## config.mk

```make
export PLATFORM = sky130hd
export DESIGN_NAME = proj_counter
export DESIGN_NICKNAME = d
export VERILOG_FILES = /design/src/rtl/proj_pkg.sv /design/src/rtl/proj_prescaler.sv /design/src/rtl/proj_counter.sv
export SDC_FILE = /design/constraint.sdc
export NUM_CORES = 1
export LEC_CHECK = 0
export CORE_AREA = 2 2 39 41
export DETAILED_ROUTE_END_ITERATION = 8
export DIE_AREA = 0 0 41 43
export MAX_ROUTING_LAYER = met4
export PLACE_DENSITY = 0.62
export RECOVER_POWER = 25
export SYNTH_ARGS = -nofsm -noshare
export SYNTH_HDL_FRONTEND = slang
export SYNTH_SLANG_ARGS = --single-unit
export TNS_END_PERCENT = 20
```

## constraint.sdc

```tcl
create_clock -name clk -period 1.62 [get_ports clk]
set_clock_uncertainty 0.1 [all_clocks]
set_input_delay 0.243 -clock clk [delete_from_list [all_inputs] [get_ports clk]]
set_output_delay 0.243 -clock clk [all_outputs]
set_load 0.05 [all_outputs]
```

## src/rtl/proj_pkg.sv

```systemverilog
// Shared types and constants for the proj_counter block.
// The optional step prescaler is enabled by defining PROJ_PRESCALE_EN.
package proj_pkg;

    localparam int CNT_W = 4;

    typedef logic [CNT_W-1:0] cnt_t;

    localparam cnt_t CNT_MAX = {CNT_W{1'b1}};
    localparam cnt_t CNT_MIN = '0;

    // Next-state selection for the count register.
    typedef enum logic [1:0] {
        OP_HOLD = 2'd0,
        OP_LOAD = 2'd1,
        OP_INC  = 2'd2,
        OP_DEC  = 2'd3
    } cnt_op_e;

    // Load has priority over any step.
    function automatic cnt_op_e sel_op(input logic ld, input logic en,
                                       input logic step, input logic up);
        cnt_op_e op;
        op = OP_HOLD;
        if (ld)
            op = OP_LOAD;
        else if (en && step)
            op = up ? OP_INC : OP_DEC;
        return op;
    endfunction

endpackage

```

## src/rtl/proj_prescaler.sv

```systemverilog
// Step-strobe divider: pulses step once every PRESCALE enabled cycles.
// Only instantiated when PROJ_PRESCALE_EN is defined.
module proj_prescaler
    import proj_pkg::*;
#(
    parameter int PRESCALE = 1
) (
    input  logic clk,
    input  logic rst_n,
    input  logic en,
    input  logic clr,
    output logic step
);

    localparam int PW = (PRESCALE > 1) ? $clog2(PRESCALE) : 1;
    localparam logic [PW-1:0] LAST = PW'(PRESCALE - 1);

    logic [PW-1:0] phase;
    logic          at_last;

    assign at_last = (phase == LAST);

    // Phase only advances on enabled cycles, so en=0 freezes it mid-period.
    always_ff @(posedge clk or negedge rst_n) begin
        if (!rst_n)
            phase <= '0;
        else if (clr)
            phase <= '0;
        else if (en)
            phase <= at_last ? '0 : phase + PW'(1);
    end

    assign step = en && !clr && at_last;

endmodule

```

## src/rtl/proj_counter.sv

```systemverilog
// Up/down counter with enable, parallel load and terminal-count flag.
// Define PROJ_PRESCALE_EN to advance only once every PRESCALE enabled cycles.
module proj_counter
    import proj_pkg::*;
#(
    parameter int WIDTH    = CNT_W,
    parameter int PRESCALE = 1
) (
    input  logic             clk,
    input  logic             rst_n,
    input  logic             en,
    input  logic             up,
    input  logic             ld,
    input  logic [WIDTH-1:0] d,
    output logic [WIDTH-1:0] cnt,
    output logic             tc
);

    localparam logic [WIDTH-1:0] TOP = {WIDTH{1'b1}};

    if (PRESCALE < 1) begin : g_bad_prescale
        $error("proj_counter: PRESCALE must be >= 1");
    end

    logic             step;
    cnt_op_e          op;
    logic [WIDTH-1:0] cnt_nxt;

`ifdef PROJ_PRESCALE_EN
    proj_prescaler #(
        .PRESCALE (PRESCALE)
    ) u_prescaler (
        .clk   (clk),
        .rst_n (rst_n),
        .en    (en),
        .clr   (ld),
        .step  (step)
    );
`else
    assign step = 1'b1;
`endif

    assign op = sel_op(ld, en, step, up);

    // Wrap in both directions falls out of modulo-2^WIDTH arithmetic.
    always_comb begin
        cnt_nxt = cnt;
        case (op)
            OP_LOAD: cnt_nxt = d;
            OP_INC:  cnt_nxt = cnt + WIDTH'(1);
            OP_DEC:  cnt_nxt = cnt - WIDTH'(1);
            default: cnt_nxt = cnt;
        endcase
    end

    always_ff @(posedge clk or negedge rst_n) begin
        if (!rst_n)
            cnt <= '0;
        else
            cnt <= cnt_nxt;
    end

    assign tc = up ? (cnt == TOP) : (cnt == '0);

endmodule

```

# Yosys cells after proc, flatten, opt, wreduce, memory -nomap -nowiden
# Index checks and enable logic that the tools add are counted.
# classes
addsub	2
eq_ne	4
reduce_logical	2
mux	5
# op_table
cell	n
4-bit case mux with 3 select lines	1
4-bit by 1-bit adder with 4-bit output, second input constant	1
2-bit == test, second input constant	2
4-bit == test, second input constant	1
4-bit zero test	1
2-bit 2-to-1 mux	2
4-bit by 1-bit subtractor with 4-bit output, second input constant	1
3-bit nonzero test	1
2-bit by 1-bit == test with 1-bit output, second input constant	1
1-bit 2-to-1 mux	2
# totals
inputBits	9
out_inout_bits	5
regBits	4

# Logic depth before layout (Yosys ltp)
# Gate-level depths: netlist of the first run.
# logic_depth
ltp_word	5
mapped_depth	8
depth_no_buf	8

# Worst setup path after synthesis of the first run
# OpenSTA, ideal clock, no wires.
# synth_timing
kind	register to register
startpoint	reg cnt[1]
endpoint	reg cnt[2]
path_stages_with_launch	7
t_required_ps	1395
arrival_ps	1682
path_slack_ps	-286
synth_period_minus_slack_ps	1906
path_cell_list	dfrtp_1 -> xor2_1 -> ha_1 -> nor3_2 -> o21ai_2 -> xnor2_1 -> mux2_2
# synth_between
elab_chain_len	2
word_cells_on_any_way	3
classes_between	add/sub (2); mux (1)
# synth_lines
element	line	text
start: declaration	proj_counter.sv:15	output logic [WIDTH-1:0] cnt,
start signal: assignment	proj_counter.sv:60	cnt <= cnt_nxt;
4-bit by 1-bit subtractor with 4-bit output / 4-bit by 1-bit adder with 4-bit output (equally long branches)	proj_counter.sv:51, proj_counter.sv:50	
4-bit case mux with 3 select lines *	proj_counter.sv:48	case (op)
# Mark *: on every way between the ends. The rest lies on a longest branch, timed or not.
# A chain may end at the register's enable or synchronous reset.

# Worst setup path in the final report of the first run
# layout_timing
startpoint	reg cnt[1]
endpoint	out tc
# layout_between
elab_chain_len	2
word_cells_on_any_way	3
classes_between	eq/ne (1); mux (1); reduce/logical (1)
# layout_lines
element	line	text
4-bit == test / 4-bit zero test (equally long branches)	proj_counter.sv:63	assign tc = up ? (cnt == TOP) : (cnt == '0);
1-bit 2-to-1 mux *	proj_counter.sv:63	
end: declaration	proj_counter.sv:16	output logic tc
# Marks and branches as above.

==> results of run 1 <==
-- report_power, final --
part | switching, mW | total [mW] | internal (mW)
registers | 0.0282 | 0.147 | 0.119
clock network | 0.0382 | 0.121 | 0.0827
logic | 0.133 | 0.286 | 0.153
-- kinds of logic (layout without fill, tap and decap cells) --
| logic type | after synthesis | in the layout |
|---|---|---|
| AOI/OAI and AO/OA | 7 | 7 |
| buffers and inverters | 2 | 27 |
| DFF | 4 | 4 |
| muxes | 2 | 2 |
| and+or+nand+nor | 15 | 15 |
| adders and majority gates | 1 | 1 |
| xor gates and xnor gates | 3 | 3 |
-- worst max-delay path, stage by stage, from the launching register on --
cell	delay, ns
dfrtp_2	0.41
buf_6	0.12
nand4_1	0.10
nor2_1	0.05
a31o_2	0.23
buf_12	0.15
-- layout by cell type (no fill, tap or decap), types with 2 or more instances in the layout --
cell	count
clkdlybuf4s50_1	4
clkbuf_4	3
dfrtp_2	3
xnor2_1	2
buf_12	5
o21ai_0	2
nand2_1	3
buf_4	9
dlygate4sd2_1	2
nor2_1	4
-- path summary, 6_finish.rpt --
kind | from | to
worst min register to register | cnt[3] | cnt[3]
worst max-delay path | cnt[1] | tc
worst min-delay path | rst_n | cnt[2]
max in group asynchronous | rst_n | cnt[0]
min in group clk | ld | cnt[0]
worst max register to register | cnt[1] | cnt[3]
-- per-layer routing --
metal  wire length, um  share of wire  GRT usage  vias to the layer above
li1                  -              -          -                      173
met2               421           0.54      0.178                        8
met1               325           0.42      0.150                      153
met5                 0              0          -                        -
met4                 0              0     0.0600                        0
met3                35          0.045     0.0314                        0
-- through the flow --
stage | util | std cells | hold slack, ns
after floorplan | - | 34 | -0.153
after global routing | 0.448 | 75 | 0.189
after global placement | 0.393 | 68 | 0.363
after detailed placement | 0.393 | 68 | 0.361
final | 0.448 | 75 | 0.184
after CTS | 0.448 | 75 | 0.108
-- area by class of cell --
type | count | area, sq um | share of cell area
clock buffers | 3 | 22.5 | 0.0363
inverters | 1 | 3.75 | 0.00605
multi-input cells | 28 | 214 | 0.345
flip-flops and latches | 4 | 104 | 0.167
well taps | 16 | 20.0 | 0.0323
repair buffers | 23 | 256 | 0.413
-- repair_timing --
| item | in CTS | in global routing |
|---|---|---|
| cloned | 0 | 0 |
| hold endpoints to repair | 0 | 0 |
| setup buffers | 4 | 0 |
| hold buffers | 0 | 0 |
| gates resized for setup | 10 | 1 |
| endpoints found under the setup margin | 2 | 3 |
| pin swaps | 3 | 0 |
==> flow_summary_export.csv, run 1 <==
group,metric,value,unit
logic_synthesis,synth_area_leader_cell,"dfrtp_1",
setup_path,cp_max_fo,3,
logic_synthesis,synth_most_common_cell,"nor2_1",
setup_path,critical_path_class,"flip-flop to primary output",
setup_path,reg2reg_slack,0.03,ns
cts,cts_buffers,3,
cts,root_buffer,"clkbuf_4",
logic_synthesis,seq_area_frac_synth,0.335,
cts,clk_pin_slew_worst_paths,0.04,ns
setup_path,end_kind,"primary output",
global_route,antenna_found_initial,0,
cts,clock_sinks,4,
placed_design,port-buffer-count,13,
logic_synthesis,synth-simple-area-share,0.268,
power_and_ir_drop,pwr_density_cell,893,mW/mm^2
cells_and_area,nFillCells,142,
logic_synthesis,synth_common_cells,"nor2_1 (5), dfrtp_1 (4), nand2_1 (3)",
placed_design,finalWeightedCongestion,0.780,
cts,clkLatencyLatePin,0.23,ns
logic_synthesis,syn_area_per_cell,8.80,sq um
detailed_routing,vias_per_cell,4.45,
logic_synthesis,ys_warn_count,0,
detailed_routing,vias,334,
global_route,grt_max_degree,11,
placed_design,place_hpwl,552,um
cells_and_area,regMostFlops,"cnt",
detailed_routing,remaining_drc_errors,0,
cells_and_area,layout-drive-gt1-share,0.492,
logic_synthesis,synthFlopType,"dfrtp_1",
logic_synthesis,synthesis.area,299,sq um
sta,max_slew_margin,0.865,
logic_synthesis,synthXorXnorAreaFrac,0.0879,
cts,tritoncts,"done",
logic_synthesis,synth_top_area_frac,0.335,
global_route,grt_pass1_wl,1390,um
min_path,hold_path_class,"primary input to async pin",
logic_synthesis,synth-compound-area-share,0.167,
floorplanning,die_y,43,um
floorplanning,initial_core_util,0.216,
logic_synthesis,ys_ff_latch,4,
sta,finalSetupViolations,1,
logic_synthesis,yosys-top-cells-area,"dfrtp_1 (33%), nor2_1 (6.3%), xnor2_1 (5.9%)",
sta,max_slew.worst_pin.slew,0.203,ns
cells_and_area,area_growth,108,%
cts,htreeDepth,1,
setup_path,cp-start-kind,"flip-flop",
logic_synthesis,synth.area.mux_share,0.0711,
floorplanning,ios,14,
sta,fin_crit,1.65,ns
sta,setup_ws,-0.0275,ns
setup_path,reg2reg_depth,8,
detailed_routing,drtIter0Drc,2,
logic_synthesis,synth_nets,44,
cells_and_area,largest_register_ffs,4,
global_route,grt_pass1_vias,339,
sta,fmax,0.607,GHz
sta,setup_tns,-0.0275,ns
power_and_ir_drop,ir_drop,0.000422,V
floorplanning,die_x,41,um
detailed_routing,routed_wl,782,um
logic_synthesis,syn_inst,34,
sta,rsz0062_at_grt,"true",
setup_path,crit_required,1.28,ns
detailed_routing,wl_per_cell,10.4,um
setup_path,cp.arrival,1.30,ns
logic_synthesis,async_flop_share,1.00,
global_route,overflow,0,
detailed_routing,drt_pass1_iterations,2,
floorplanning,row_count,14,
outcome,violations,"setup timing",
logic_synthesis,ys_types,23,
cells_and_area,final_area,621,sq um
placed_design,place_area,544,sq um
power_and_ir_drop,power.total,0.554,mW
logic_synthesis,synth_edf_count,0,
cts,clock_path_buffers,2,
floorplanning,die_area,0.00176,sq mm
sta,final.period_utilization,1.02,
cells_and_area,top_regs,"cnt (4)",
cells_and_area,num_antenna_cells,0,
sta,hold_violations,0,
sta,final-max-slew-violation-count,0,
placed_design,pre_cts_ws,-0.488,ns
outcome,status,"complete, but fails checks",
power_and_ir_drop,leakage,0.270,nW
logic_synthesis,synth_top_family_by_area,"simple AND/OR/NAND/NOR gates",
flow_run,drv_cap,0,
global_route,track_usage,0.122,
cells_and_area,layout.nets,71,
logic_synthesis,synthAdderAreaFrac,0.0418,
floorplanning,coreArea,0.00138,sq mm
detailed_routing,detail-route-antenna-nets,0,
No activity file was read; power rests on OpenSTA's default activity.
==> run 2: changes to the inputs <==
- CELL_PAD_IN_SITES_DETAIL_PLACEMENT: unset -> 0
- CELL_PAD_IN_SITES_GLOBAL_PLACEMENT: unset -> 1
- CORE_AREA: 2 2 39 41 -> unset
- CORE_MARGIN: unset -> 2
- CORE_UTILIZATION: unset -> 23
- DIE_AREA: 0 0 41 43 -> unset
- PLACE_DENSITY: 0.62 -> 0.79
==> run 2 against run 1 <==
Net effect:
- the run still ends with setup timing left
- utilization grew 8.9 points
- setup slack gained 0.0058 ns
- final area is 0.20% higher
- fmax rose by 0.35%
- global-route usage increased by 1.8 points
- clock power up 14%
- sequential share of layout area is 0.24 points lower
- cell count fell by 1.3%
- critical path depth is the same
- flip-flop and latch count is the same
- critical path type unchanged
- critical endpoint unchanged
- largest cell class unchanged
==> flow_summary_export.csv, run 2 (synthesized netlist as in run 1, its figures left out) <==
group,metric,value,unit
power_and_ir_drop,pwr_density_cell,920,mW/mm^2
global_route,antenna_found_initial,0,
global_route,grt_pass1_wl,1390,um
floorplanning,initial_core_util,0.259,
sta,final-max-slew-violation-count,0,
sta,setup_ws,-0.0217,ns
setup_path,crit_required,1.28,ns
floorplanning,coreArea,0.00116,sq mm
placed_design,port-buffer-count,13,
cells_and_area,layout.nets,71,
detailed_routing,wl_met1,340,um
floorplanning,die_y,40.1,um
cells_and_area,num_antenna_cells,0,
cells_and_area,final_area,622,sq um
cts,hold_buffers,0,
floorplanning,die_area,0.00160,sq mm
outcome,violations,"setup timing",
power_and_ir_drop,power.total,0.572,mW
min_path,hold_path_class,"primary input to async pin",
sta,hold_ws,0.182,ns
cells_and_area,final_util,0.538,
cts,tritoncts,"done",
cts,clock_sinks,4,
floorplanning,ios,14,
detailed_routing,wl_met2,440,um
detailed_routing,vias_per_cell,4.66,
detailed_routing,wl_met3,36,um
sta,max_slew_margin,0.863,
sta,max_slew.worst_pin.slew,0.205,ns
detailed_routing,vias,345,
placed_design,place_area,542,sq um
setup_path,critical_path_class,"flip-flop to primary output",
sta,fmax,0.609,GHz
cells_and_area,top_regs,"cnt (4)",
setup_path,cp-start-kind,"flip-flop",
detailed_routing,detail-route-antenna-nets,0,
cells_and_area,nFillCells,107,
cts,root_buffer,"clkbuf_4",
cts,cts_buffers,3,
cells_and_area,layout-drive-gt1-share,0.467,
power_and_ir_drop,leakage,0.272,nW
flow_run,drv_cap,0,
sta,fin_crit,1.64,ns
sta,hold_violations,0,
cells_and_area,largest_register_ffs,4,
global_route,grt_pass1_vias,344,
cts,clock_path_buffers,2,
setup_path,reg2reg_depth,7,
outcome,status,"complete, but fails checks",
cts,clk_pin_slew_worst_paths,0.04,ns
sta,finalSetupViolations,1,
sta,rsz0062_at_grt,"true",
floorplanning,die_x,40.1,um
detailed_routing,drtIter0Drc,7,
global_route,grt_max_degree,11,
detailed_routing,wl_per_cell,11.1,um
sta,final.period_utilization,1.01,
placed_design,place_hpwl,591,um
cells_and_area,layout_common_cells,"buf_4 (9), buf_12 (5), nor2_1 (4), clkdlybuf4s50_1 (4)",
setup_path,cp.arrival,1.30,ns
placed_design,dp_cells,66,
setup_path,cp_max_fo,3,
global_route,track_usage,0.140,
detailed_routing,drt_pass1_iterations,4,
cells_and_area,regMostFlops,"cnt",
cells_and_area,layout_commonest_cell,"buf_4",
setup_path,end_kind,"primary output",
cts,htreeDepth,1,
cts,clkLatencyLatePin,0.24,ns
global_route,overflow,0,
cells_and_area,finalNonFillerCells,74,
detailed_routing,top_layer,"met3",
power_and_ir_drop,ir_drop,0.000525,V
floorplanning,row_count,12,
placed_design,finalWeightedCongestion,0.775,
cells_and_area,area_growth,108,%
detailed_routing,routed_wl,818,um
detailed_routing,remaining_drc_errors,0,
run 2: routing by layer:
layer | track usage | up-vias
met3 | 0.0500 | 0
met4 | 0.0517 | 0
met5 | - | -
met2 | 0.238 | 9
li1 | - | 175
met1 | 0.148 | 161
run 2: critical path, stage by stage (launching register included):
cell and delay (ns):
dfrtp_2 0.41, buf_6 0.12, nand4_1 0.10, nor2_1 0.05
a31o_2 0.23, buf_12 0.15
run 2: through the flow:
| stage | setup WS [ns] | setup TNS (ns) |
|---|---|---|
| CTS | -0.0230 | -0.0230 |
| finish | -0.0217 | -0.0217 |
| floorplan | -0.0791 | -0.0791 |
| global route | -0.0678 | -0.170 |
| global placement | -0.464 | -0.756 |
| detailed placement | -0.500 | -0.816 |
run 2: report_power, final:
part | total [mW] | internal (mW) | switching (mW)
registers | 0.146 | 0.118 | 0.0278
logic | 0.288 | 0.154 | 0.134
clock network | 0.138 | 0.0927 | 0.0456
total | 0.572 | 0.364 | 0.208
run 2: final cells by class:
type                            count  area (sq um)  area share
Timing Repair Buffer               23           258       0.414
Multi-Input combinational cell     28           214       0.344
Sequential cell                     4           103       0.165
Clock buffer                        4          26.3      0.0423
Tap cell                           14          17.5      0.0282
Inverter                            1          3.75     0.00604
run 2: timing repair:
item,in CTS,in global routing
pin swaps,4,2
endpoints found under the setup margin,2,3
gates resized for setup,11,0
setup buffers,4,0
run 2: final timing paths:
| kind | from | to | slack, ns |
|---|---|---|---|
| max | cnt[1] | tc | -0.02 |
| min | rst_n | cnt[1] | 0.18 |
| max reg2reg | cnt[0] | cnt[3] | 0.01 |
| min reg2reg | cnt[3] | cnt[3] | 0.55 |
| max in group asynchronous | rst_n | cnt[0] | 1.05 |
| min in group clk | ld | cnt[0] | 0.39 |
